--- config.mk ---
export PLATFORM = sky130hd
export DESIGN_NAME = reflet_write_fifo
export DESIGN_NICKNAME = d
export VERILOG_FILES = /design/src/rtl/reflet_write_fifo_pkg.sv /design/src/rtl/reflet_fifo_core.sv /design/src/rtl/reflet_write_fifo.sv
export SDC_FILE = /design/constraint.sdc
export NUM_CORES = 1
export LEC_CHECK = 0
export ABC_AREA = 0
export ABC_CLOCK_PERIOD_IN_PS = 2800
export CAP_MARGIN = 20
export CORE_UTILIZATION = 54
export CTS_BUF_LIST = sky130_fd_sc_hd__clkbuf_8
export DETAILED_ROUTE_END_ITERATION = 12
export PLACE_DENSITY = 0.91
export SLEW_MARGIN = 10
export SYNTH_ARGS = -nofsm -noshare
export SYNTH_HDL_FRONTEND = slang
export SYNTH_SLANG_ARGS = --single-unit
--- constraint.sdc ---
create_clock -name clk -period 2.8 [get_ports clk]
set_input_delay 0.56 -clock clk [delete_from_list [all_inputs] [get_ports clk]]
set_output_delay 0.56 -clock clk [all_outputs]
set_load 0.01 [all_outputs]
--- src/rtl/reflet_write_fifo_pkg.sv ---
// Register offsets and STATUS bit positions shared by the write FIFO and its users.
package reflet_write_fifo_pkg;

    localparam logic [1:0] WFIFO_DATA   = 2'd0;
    localparam logic [1:0] WFIFO_STATUS = 2'd1;
    localparam logic [1:0] WFIFO_COUNT  = 2'd2;
    localparam logic [1:0] WFIFO_CTRL   = 2'd3;

    localparam int WFIFO_EMPTY = 0;
    localparam int WFIFO_FULL  = 1;
    localparam int WFIFO_OVF   = 2;
    localparam int WFIFO_IRQ   = 3;

endpackage

--- src/rtl/reflet_fifo_core.sv ---
// Generic register-based FIFO with push/pop/flush; flush beats push and pop.
// Zero-latency head (head_dat_o reads 0 when empty); a pop frees space for a same-cycle push.
module reflet_fifo_core #(
    parameter int W   = 8,
    parameter int DL2 = 2
) (
    input  logic           clk_i,
    input  logic           rst_ni,
    input  logic           push_i,
    input  logic [W-1:0]   push_dat_i,
    input  logic           pop_i,
    input  logic           flush_i,
    output logic [W-1:0]   head_dat_o,
    output logic [DL2:0]   count_o,
    output logic           full_o,
    output logic           empty_o
);

    localparam int DEPTH = 1 << DL2;
    localparam int CW    = DL2 + 1;

    logic [W-1:0]   mem_q [DEPTH];
    logic [DL2-1:0] wr_ptr_q, wr_ptr_d;
    logic [DL2-1:0] rd_ptr_q, rd_ptr_d;
    logic [CW-1:0]  count_q, count_d;
    logic           do_push, do_pop;

    assign empty_o = (count_q == '0);
    assign full_o  = (count_q == CW'(DEPTH));
    assign count_o = count_q;

    assign do_pop  = pop_i && !empty_o && !flush_i;
    assign do_push = push_i && (!full_o || do_pop) && !flush_i;

    always_comb begin
        wr_ptr_d = wr_ptr_q;
        rd_ptr_d = rd_ptr_q;
        count_d  = count_q;
        if (flush_i) begin
            wr_ptr_d = '0;
            rd_ptr_d = '0;
            count_d  = '0;
        end else begin
            if (do_push) wr_ptr_d = wr_ptr_q + 1'b1;
            if (do_pop)  rd_ptr_d = rd_ptr_q + 1'b1;
            count_d = count_q + CW'(do_push) - CW'(do_pop);
        end
    end

    always_ff @(posedge clk_i or negedge rst_ni) begin
        if (!rst_ni) begin
            wr_ptr_q <= '0;
            rd_ptr_q <= '0;
            count_q  <= '0;
        end else begin
            wr_ptr_q <= wr_ptr_d;
            rd_ptr_q <= rd_ptr_d;
            count_q  <= count_d;
        end
    end

    always_ff @(posedge clk_i) begin
        if (do_push) mem_q[wr_ptr_q] <= push_dat_i;
    end

    // Masking the stale slot keeps out_data at 0 whenever nothing is queued.
    assign head_dat_o = empty_o ? '0 : mem_q[rd_ptr_q];

endmodule

--- src/rtl/reflet_write_fifo.sv ---
// Memory-mapped write FIFO on the reflet_cpu bus; REFLET_WRITE_FIFO_IRQ_EN adds a level irq.
// Bus reads 1 cycle latency, stream head visible 1 cycle after push; pushes while full are dropped.
module reflet_write_fifo
    import reflet_write_fifo_pkg::*;
#(
    parameter int                    wordsize   = 8,
    parameter logic [wordsize-1:0]   base_addr  = 8'h80,
    parameter int                    depth_log2 = 2
) (
    input  logic                clk,
    input  logic                reset,
    input  logic [wordsize-1:0] addr,
    input  logic [wordsize-1:0] data_in,
    input  logic                write_en,
    output logic [wordsize-1:0] data_out,
    output logic [wordsize-1:0] out_data,
    output logic                out_valid,
    input  logic                out_ready
`ifdef REFLET_WRITE_FIFO_IRQ_EN
    ,
    output logic                irq
`endif
);

    localparam int CW = depth_log2 + 1;

    logic [wordsize-1:0] offset;
    logic                in_win;
    logic [1:0]          sel;
    logic                wr_data, wr_status, flush, pop;
    logic                full, empty;
    logic [CW-1:0]       count;
    logic                ovf_q, ovf_d;
    logic [wordsize-1:0] rdata_d, rdata_q;
    logic                irq_bit;

    // Unsigned subtraction makes addresses below the base wrap far outside the window.
    assign offset    = addr - base_addr;
    assign in_win    = (offset[wordsize-1:2] == '0);
    assign sel       = offset[1:0];
    assign wr_data   = write_en && in_win && (sel == WFIFO_DATA);
    assign wr_status = write_en && in_win && (sel == WFIFO_STATUS);
    assign flush     = write_en && in_win && (sel == WFIFO_CTRL) && data_in[0];
    assign pop       = out_valid && out_ready;

    reflet_fifo_core #(
        .W   (wordsize),
        .DL2 (depth_log2)
    ) u_core (
        .clk_i      (clk),
        .rst_ni     (reset),
        .push_i     (wr_data),
        .push_dat_i (data_in),
        .pop_i      (pop),
        .flush_i    (flush),
        .head_dat_o (out_data),
        .count_o    (count),
        .full_o     (full),
        .empty_o    (empty)
    );

    assign out_valid = !empty;

    always_comb begin
        ovf_d = ovf_q;
        if (wr_status && data_in[WFIFO_OVF]) ovf_d = 1'b0;
        if (wr_data && full && !pop && !flush) ovf_d = 1'b1;
    end

`ifdef REFLET_WRITE_FIFO_IRQ_EN
    localparam logic [CW-1:0] HALF = CW'(1) << (depth_log2 - 1);

    logic          irq_q;
    logic          acc_push, acc_pop;
    logic [CW-1:0] count_nxt;

    // irq is registered from next-state values so it moves on the same edge as count/overflow.
    assign acc_pop   = pop && !flush;
    assign acc_push  = wr_data && (!full || acc_pop) && !flush;
    assign count_nxt = flush ? '0 : (count + CW'(acc_push) - CW'(acc_pop));

    always_ff @(posedge clk or negedge reset) begin
        if (!reset) irq_q <= 1'b0;
        else        irq_q <= (count_nxt >= HALF) || ovf_d;
    end

    assign irq     = irq_q;
    assign irq_bit = irq_q;
`else
    assign irq_bit = 1'b0;
`endif

    always_comb begin
        rdata_d = '0;
        if (in_win) begin
            case (sel)
                WFIFO_DATA:   rdata_d = out_data;
                WFIFO_STATUS: begin
                    rdata_d[WFIFO_EMPTY] = empty;
                    rdata_d[WFIFO_FULL]  = full;
                    rdata_d[WFIFO_OVF]   = ovf_q;
                    rdata_d[WFIFO_IRQ]   = irq_bit;
                end
                WFIFO_COUNT:  rdata_d[CW-1:0] = count;
                default:      rdata_d = '0;
            endcase
        end
    end

    always_ff @(posedge clk or negedge reset) begin
        if (!reset) begin
            ovf_q   <= 1'b0;
            rdata_q <= '0;
        end else begin
            ovf_q   <= ovf_d;
            rdata_q <= rdata_d;
        end
    end

    assign data_out = rdata_q;

endmodule

* Word level (Yosys, flattened, before mapping)
Memory sizes are Yosys's and may differ from the RTL's.
Index checks and enable logic that the tools add are counted.
** Word-level totals
- Bits in registers :: 16
- Memory bits (writable) :: 32
- Input port bits :: 20
- Word-level logic and storage cells :: 54
- Memories kept :: 1
** Memories
- u_core.mem_q :: depth 4, width 8, rd ports 1, clocked after Yosys merged registers in 0, wr ports 1, RTL line reflet_fifo_core.sv:22 : logic [W-1:0] mem_q [DEPTH];
** Cells by class
- Add/sub/neg operators :: 5
- Eq/ne operators :: 4
- Muxes and demuxes :: 14
- Reductions and logical operators :: 25
** Operator list (count)
- 8-bit two-way mux :: 2
- 1-bit logical AND :: 14
- 3-bit one-hot mux with 3 select lines :: 1
- 2-bit two-way mux :: 4
- 8-bit subtractor (second input constant) :: 1
- 6-bit zero test :: 1
- 2-bit nonzero test :: 3
- 1-bit two-way mux :: 5
- 2-bit by 1-bit adder with 2-bit output (second input constant) :: 2
- 2-bit equality test (second input constant) :: 2
- 1-bit zero test :: 4
- 4-bit two-way mux :: 1
- 3-bit by 1-bit adder with 3-bit output :: 1
- 3-bit equality test (second input constant) :: 1
- 3-bit zero test :: 1
- 3-bit two-way mux :: 1
- 3-bit by 1-bit subtractor with 3-bit output :: 1
- 2-bit by 1-bit equality test with 1-bit output (second input constant) :: 1
- 2-bit zero test :: 1
- 1-bit logical OR :: 1

* Longest topological paths before layout
Gate-level depths: netlist (run 1).
- Word-level depth :: 13
- Depth in mapped cells :: 14

* Hierarchy
From an unflattened synthesis (run 1), not the netlist that was laid out.
** Unflattened totals
- Cells, all modules :: 143
- Area, all modules :: 2144.6 um2
** Modules (own cells, without submodules)
- reflet_fifo_core :: instances 1, cells an instance 101, area an instance 1706.6 um2, seq. area each 1136.1 um2
- reflet_write_fifo :: instances 1, cells an instance 42, area an instance 437.9 um2, seq. area each 225.2 um2

* Least setup slack after synthesis (run 1)
OpenSTA, ideal clock, no wires.
- Path type :: input -> register
- Start point :: input addr[6]
- End point :: register u_core.count_q[2] (netlist: u_core.count_o[2])
- Setup time :: 0.119 ns
- Arrival :: 2.590 ns
- Required time :: 2.681 ns
- Slack :: 0.092 ns
- Stages on the path :: 14
- Cells stage by stage :: nor4b_2 and3_1 buf_4 and2_1 buf_2 nor2_1 ha_1 inv_1 ha_1 inv_1 fa_1 xor2_1 xnor2_1 nor2_1
** On the way
- Word-level cells in the longest chain between the ends :: 13
** Ends and longest elaborated chain
- from (decl) :: RTL line reflet_write_fifo.sv:12 : input logic [wordsize-1:0] addr,
- 8-bit subtractor * :: RTL line reflet_write_fifo.sv:38 : assign offset = addr - base_addr;
- 6-bit zero test * :: RTL line reflet_write_fifo.sv:39 : assign in_win = (offset[wordsize-1:2] == '0);
- 1-bit logical AND * :: RTL line reflet_write_fifo.sv:41, reflet_write_fifo.sv:43
- 1-bit logical AND (2 in series) :: RTL line reflet_write_fifo.sv:43 : assign flush = write_en && in_win && (sel == WFIFO_CTRL) && data_in[0];
- 1-bit zero test :: RTL line reflet_fifo_core.sv:32, reflet_fifo_core.sv:33
- 1-bit logical AND :: RTL line reflet_fifo_core.sv:32 : assign do_pop = pop_i && !empty_o && !flush_i;
- 1-bit logical OR :: RTL line reflet_fifo_core.sv:33 : assign do_push = push_i && (!full_o || do_pop) && !flush_i;
- 1-bit logical AND (2 in series) :: RTL line reflet_fifo_core.sv:33
- 3-bit by 1-bit adder with 3-bit output :: RTL line reflet_fifo_core.sv:46 : count_d = count_q + CW'(do_push) - CW'(do_pop);
- 3-bit by 1-bit subtractor with 3-bit output :: RTL line reflet_fifo_core.sv:46
- 3-bit two-way mux * :: RTL line reflet_fifo_core.sv:39 : if (flush_i) begin
- named net u_core.count_d[2] :: RTL line reflet_fifo_core.sv:25 : logic [CW-1:0] count_q, count_d;
- to (signal assigned) :: RTL line reflet_fifo_core.sv:58 : count_q <= count_d;
- to (decl) :: RTL line reflet_fifo_core.sv:25
Mark *: on every way through the listed nets, which the timed path passes. The rest lies on a longest branch.
A chain may end at the register's enable or synchronous reset.

* Worst setup path after layout (run 1)
- Start point :: input addr[4]
- End point :: register u_core.count_q[2] (netlist: u_core.count_o[2])
Same word-level chain as after synthesis.

==> results.py, run 1 <==
metrics = {
    "worst_setup_path": {
        "slowest_delay_ps": 430,
        "reg2reg_from": "u_core.count_o[1]",
        "crit_required_ps": 3010,
        "end_kind": "flip-flop",
        "path_max_fanout": 2,
        "r2r_cells": 12,
        "cp_common_cell": "nor2_1",
        "slowest_stage": "clkdlybuf4s50_1",
        "cp_top_family": "adder cells",
        "arrival_ps": 2900,
        "cp-start-kind": "primary input",
        "path_depth": 13,
        "critical_path_class": "in2reg",
        "cp.buffers_inverters": 3,
        "crit_chain": "clkdlybuf4s50_1 -> nor2_1 -> and3_4 -> and2_1 -> nor2_1 -> ha_1 -> inv_1 -> ha_1 -> inv_1 -> fa_2 -> xor2_1 -> xnor2_1 -> nor2_1",
        "startpoint": "addr[4]",
    },
    "pwr": {
        "intPower_uw": 1570,
        "power_density_nw_per_um2": 793,
        "p_comb_share_pct": 33.1,
        "clockPowerShare_pct": 26.8,
        "sw_frac_of_total_pct": 29.5,
        "p_switching_uw": 657,
        "p_leak_uw": 0.00114,
        "seq_power_share_pct": 40.1,
        "ir_drop_uv": 437,
    },
    "sta": {
        "hold_viol_final": 0,
        "tns_ps": 0,
        "relSlewSlack_pct": 51.9,
        "finalMaxSlewViolations": 0,
        "fin_skew_ps": 7.81,
        "setup_viol": 0,
        "fmax_mhz": 372,
        "tightest_slew_ps": 719,
        "fin_ws_ps": 109,
        "timing.final.crit_share_pct": 96.1,
        "fin_crit_ps": 2690,
        "whs_ps": 517,
    },
    "yosys": {
        "synthCells": 130,
        "synthesis.nets": 157,
        "ys.flop_type": "edfxtp_1",
        "ys_ff_latch": 48,
        "synth.avg_cell_area_um2": 16.1,
        "async_flop_share_pct": 33.3,
        "synth_cell_types": 30,
        "yosysSeqAreaShare_pct": 65.1,
        "syn_area_um2": 2090,
        "ys_warn_count": 0,
        "synth_edf_count": 32,
    },
    "floorplan": {
        "core_um2": 3690,
        "dieHeight_um": 64.2,
        "ios": 37,
        "die_area_um2": 4120,
        "start_util_pct": 56.7,
        "dieWidth_um": 64.2,
        "num_rows": 22,
    },
    "finish": {
        "drive_gt1_share_pct": 24.7,
        "seqCellArea_um2": 1360,
        "synthToLayoutAreaGrowth_pct": 34.7,
        "multi_input_area_um2": 707,
        "layout.cells.most_common_list": "32 x clkdlybuf4s50_1, 32 x edfxtp_1, 21 x buf_4, 16 x dfrtp_1, 14 x and2_1",
        "n_antenna_cell": 0,
        "fill_cells": 223,
        "final_net_count": 216,
    },
    "grt": {
        "antenna_found_initial": 0,
        "grt.total_usage_pct": 23.3,
        "grt_max_degree": 17,
        "overflow": 0,
        "grt_pass1_wl_mm": 6.82,
        "grt_pass1_vias": 1382,
    },
    "placed_design": {
        "globalplace.congestion": 0.837,
        "port_buffers": 36,
        "dp_hpwl_mm": 2.91,
        "pre_cts_slack_ps": -341,
    },
    "clock_tree": {
        "path_clk_slew_ps": 90,
        "ctsHtreeMaxLevel": 2,
        "cts_made_buffers": 5,
        "clk_latency_ps": 310,
        "clockBufferDepth": 2,
        "clock_sinks": 48,
        "ctsHoldBuffers": 0,
        "root_buffer": "clkbuf_8",
        "cts_tree": "done",
    },
    "drt": {
        "vias_per_cell": 5.71,
        "routed_wl_mm": 4.61,
        "drtPass1Iterations": 4,
        "postRouteAntennaNets": 0,
        "wire_per_inst_um": 19.4,
        "drt_iter0_drc": 95,
        "vias": 1358,
        "drc": 0,
    },
    "worst_hold_path": {
        "hold_depth": 1,
        "worstHoldPathType": "reg2reg",
        "hp-start": "ovf_q",
    },
    "outcome": {
        "outcome": "completed",
    },
    "run": {
        "maxCapViolCount": 0,
    },
}
-- area by class of cell --
class                      count  area share, %
sequential                    48           48.3
multi-input combinational     71           25.1
timing repair buffer          57           18.7
clock buffer                   5           2.44
clock inverter                 3           2.44
tap                           48           2.13
inverter                       6          0.800
-- stage by stage --
| step | instances | instance area [um^2] | power [uW] | utilization [%] |
|---|---|---|---|---|
| floorplan | 130 | 2090 | 1300 | - |
| global route | 238 | 2820 | 2300 | 76.4 |
| CTS | 237 | 2770 | 2200 | 75.1 |
| finish | 238 | 2820 | 2230 | 76.4 |
| detailed placement | 218 | 2550 | 1610 | 69.1 |
| global placement | 218 | 2550 | 1570 | 69.1 |
-- Yosys cell counts, drive strengths merged, types with 3 or more instances --
cell | instances | share of area, %
and2 | 15 | 4.6
and3 | 6 | 1.8
buf | 4 | 1.2
dfrtp | 16 | 19
edfxtp | 32 | 46
ha | 6 | 3.6
inv | 6 | 1.1
mux4 | 8 | 8.6
nand3 | 3 | 0.72
nor2 | 8 | 1.4
nor2b | 3 | 0.90
xor2 | 3 | 1.3
-- worst register-to-register path: stages, from the launching register on --
cell and delay (ps):
dfrtp_1 520, nor3_4 330, inv_1 110, nand2_1 130, nor2_1 60, ha_1 270, inv_1 60, ha_1 140
inv_1 50, fa_2 330, xor2_1 160, xnor2_1 150, nor2_1 50
-- path summary, 6_finish.rpt --
kind | slack [ps] | endpoint
worst max-delay path | 110 | u_core.count_o[2]
worst min-delay path | 520 | ovf_q
worst max register to register | 340 | u_core.count_o[2]
worst min register to register | 520 | ovf_q
max in group asynchronous | 1670 | u_core.wr_ptr_q[1]
min in group asynchronous | 670 | u_core.count_o[0]
-- routing by layer --
layer / share of wire [%] / wire length (um) / global-route usage, %
met3: 6.4 / 295 / 6.07
met2: 54 / 2500 / 40.7
met4: 1.7 / 80 / 10.3
met5: 0 / 0 / 0
met1: 38 / 1730 / 26.7
-- power groups by stage --
stage / logic, uW / clock network (uW) / registers [uW]
2_1_floorplan: 439 / 0 / 860
3_3_place_gp: 672 / 0 / 894
4_1_cts: 718 / 603 / 881
3_5_place_dp: 712 / 0 / 895
6_report: 738 / 599 / 895
5_1_grt: 782 / 625 / 897
-- sequential cells by signal (all words and copies together) (netlist names) --
name / cells
data_out: 8
u_core.count_o: 3
ovf_q: 1
u_core.wr_ptr_q: 2
u_core.rd_ptr_q: 2
u_core.mem_q: 32
-- cells by family (layout without fill, tap and decap cells) --
family	count (synthesis)	in the layout	share of synthesized area [%]
DFF	48	48	65.1
and+or+nand+nor	42	42	13.6
buffers and inverters	11	71	2.51
AOI/OAI and AO/OA	9	9	3.35
muxes	9	9	9.16
adders and majority gates	7	7	4.55
xor gates and xnor gates	4	4	1.68
-- what timing repair did --
action,in CTS,in global routing
resized for setup,0,10
endpoints found under the setup margin,1,15
pin swaps,2,4
hold endpoints to repair,0,0
setup buffers,11,1
Power figures use the tool's default switching activity.
==> inputs of run 2 (changes only) <==
- RECOVER_POWER: unset -> 100
==> run 2 against run 1 <==
Fmax about the same. Largest cell class unchanged. Critical path type unchanged. Via count hardly changed. Largest power group unchanged. Register-to-register slack barely moved.
==> results.py, run 2 (synthesis gave the netlist of run 1 again) <==
metrics = {
    "finish": {
        "top_register": "u_core.mem_q",
        "largest_reg_flops": 32,
        "drive_gt1_share_pct": 24.2,
        "n_antenna_cell": 0,
        "final_common_cell": "edfxtp_1",
        "layout.cells.most_common_list": "32 x edfxtp_1, 23 x clkdlybuf4s50_1, 20 x buf_4, 16 x dfrtp_1, 14 x and2_1",
        "post-route-cell-area_um2": 2810,
        "fill_cells": 225,
        "synthToLayoutAreaGrowth_pct": 34.5,
        "final_net_count": 216,
        "instances_no_fill": 238,
    },
    "worst_setup_path": {
        "arrival_ps": 2900,
        "cp-start-kind": "primary input",
        "crit_required_ps": 3000,
        "reg2reg_from": "u_core.count_o[1]",
        "startpoint": "addr[4]",
        "end_kind": "flip-flop",
        "critical_path_class": "in2reg",
        "path_max_fanout": 2,
    },
    "drt": {
        "drc": 0,
        "vias_per_cell": 5.70,
        "drt_iter0_drc": 95,
        "wire_per_inst_um": 19.3,
        "routed_wl_mm": 4.60,
        "postRouteAntennaNets": 0,
        "drtPass1Iterations": 4,
        "vias": 1357,
    },
    "grt": {
        "top_usage_layer": "met2",
        "antenna_found_initial": 0,
        "grt_max_degree": 17,
        "grt.total_usage_pct": 23.3,
        "grtUsageMet3_pct": 6.07,
        "grt_util_met1_pct": 26.7,
        "grtUsageMet2_pct": 40.7,
        "grt_pass1_wl_mm": 6.82,
        "grt_pass1_vias": 1382,
        "overflow": 0,
    },
    "pwr": {
        "clockPowerShare_pct": 26.9,
        "ir_drop_uv": 437,
        "power_density_nw_per_um2": 792,
        "p_switching_uw": 657,
        "intPower_uw": 1570,
        "p_comb_share_pct": 33.0,
        "seq_power_share_pct": 40.1,
        "p_leak_uw": 0.00114,
        "sw_frac_of_total_pct": 29.5,
    },
    "floorplan": {
        "start_util_pct": 56.7,
        "ios": 37,
        "core_um2": 3690,
        "dieHeight_um": 64.2,
        "die_area_um2": 4120,
        "num_rows": 22,
        "dieWidth_um": 64.2,
    },
    "sta": {
        "relSlewSlack_pct": 51.5,
        "fin_crit_ps": 2690,
        "setup_viol": 0,
        "finalMaxSlewViolations": 0,
        "fin_skew_ps": 8.54,
        "hold_viol_final": 0,
        "tightest_slew_ps": 726,
        "timing.final.crit_share_pct": 96.1,
        "whs_ps": 518,
        "fmax_mhz": 372,
    },
    "clock_tree": {
        "clock_sinks": 48,
        "path_clk_slew_ps": 90,
        "root_buffer": "clkbuf_8",
        "clk_latency_ps": 310,
        "ctsHoldBuffers": 0,
        "clockBufferDepth": 2,
        "ctsHtreeMaxLevel": 2,
        "cts_tree": "done",
        "cts_made_buffers": 5,
    },
    "worst_hold_path": {
        "hp-start": "ovf_q",
        "worstHoldPathType": "reg2reg",
    },
    "placed_design": {
        "dp_hpwl_mm": 2.91,
        "placed_area_um2": 2550,
        "port_buffers": 36,
        "place_inst": 218,
        "globalplace.congestion": 0.837,
    },
    "run": {
        "maxCapViolCount": 0,
    },
    "outcome": {
        "outcome": "completed",
    },
}
[run 2: cell count changes in the layout (fill, tap and decap cells not counted), sizes merged]
cell           delta
clkdlybuf4s50     -9
clkbuf            +1
buf               -1
dlygate4sd3       +9
[run 2: per-stage QoR]
step                worst slack, ps  total power (uW)  utilization [%]  setup TNS (ps)
global placement               -150              1570             69.1            -150
detailed placement             -341              1610             69.1            -461
finish                          110              2230             76.3               0
global route                  -20.3              2300             76.3           -20.3
CTS                            2.85              2200             75.1               0
floorplan                      91.7              1300                -               0
[run 2: path summary, 6_finish.rpt]
path	endpoint	slack [ps]	cells past startpoint
min reg2reg	ovf_q	520	1
max reg2reg	u_core.count_o[2]	340	12
max in group asynchronous	u_core.wr_ptr_q[1]	1600	1
min	ovf_q	520	1
max	u_core.count_o[2]	110	13
min in group asynchronous	data_out[2]	740	1
[run 2: layer usage]
layer | vias up | part of all wire, %
met1 | 682 | 38
met5 | - | 0
met3 | 11 | 6.0
li1 | 594 | -
met4 | 0 | 1.7
met2 | 70 | 54
[run 2: power by group through the flow]
stage               logic (uW)  clock network, uW  registers (uW)
finish                     735                599             895
floorplan                  439                  0             860
global route               779                625             897
detailed placement         712                  0             895
global placement           672                  0             894
CTS                        718                603             881
[run 2: layout make-up]
cell class                      count  area (um^2)  share of cell area (%)
Inverter                            6         22.5                   0.801
Clock inverter                      3         68.8                    2.45
Multi-Input combinational cell     71          707                    25.1
Tap cell                           48         60.1                    2.14
Sequential cell                    48         1360                    48.4
Clock buffer                        5         68.8                    2.45
Timing Repair Buffer               57          524                    18.6
[run 2: timing repair]
| action | 4_1_cts | 5_1_grt |
|---|---|---|
| pin swaps | 2 | 4 |
| endpoints found under the setup margin | 1 | 15 |
| hold endpoints to repair | 0 | 0 |
| setup buffers | 11 | 1 |
| gates resized for setup | 0 | 10 |
[run 2: critical path, stage by stage]
cell             delay [ps]
clkdlybuf4s50_1         440
nor2_1                  240
and3_4                  240
and2_1                  140
nor2_1                   60
ha_1                    270
inv_1                    60
ha_1                    140
inv_1                    50
fa_2                    330
xor2_1                  160
xnor2_1                 150
nor2_1                   50
==> inputs of run 3 (changes only) <==
- CAP_MARGIN: 20 -> unset
==> results of run 3 <==
The final DEF is identical to that of run 2; final timing and power are the same.
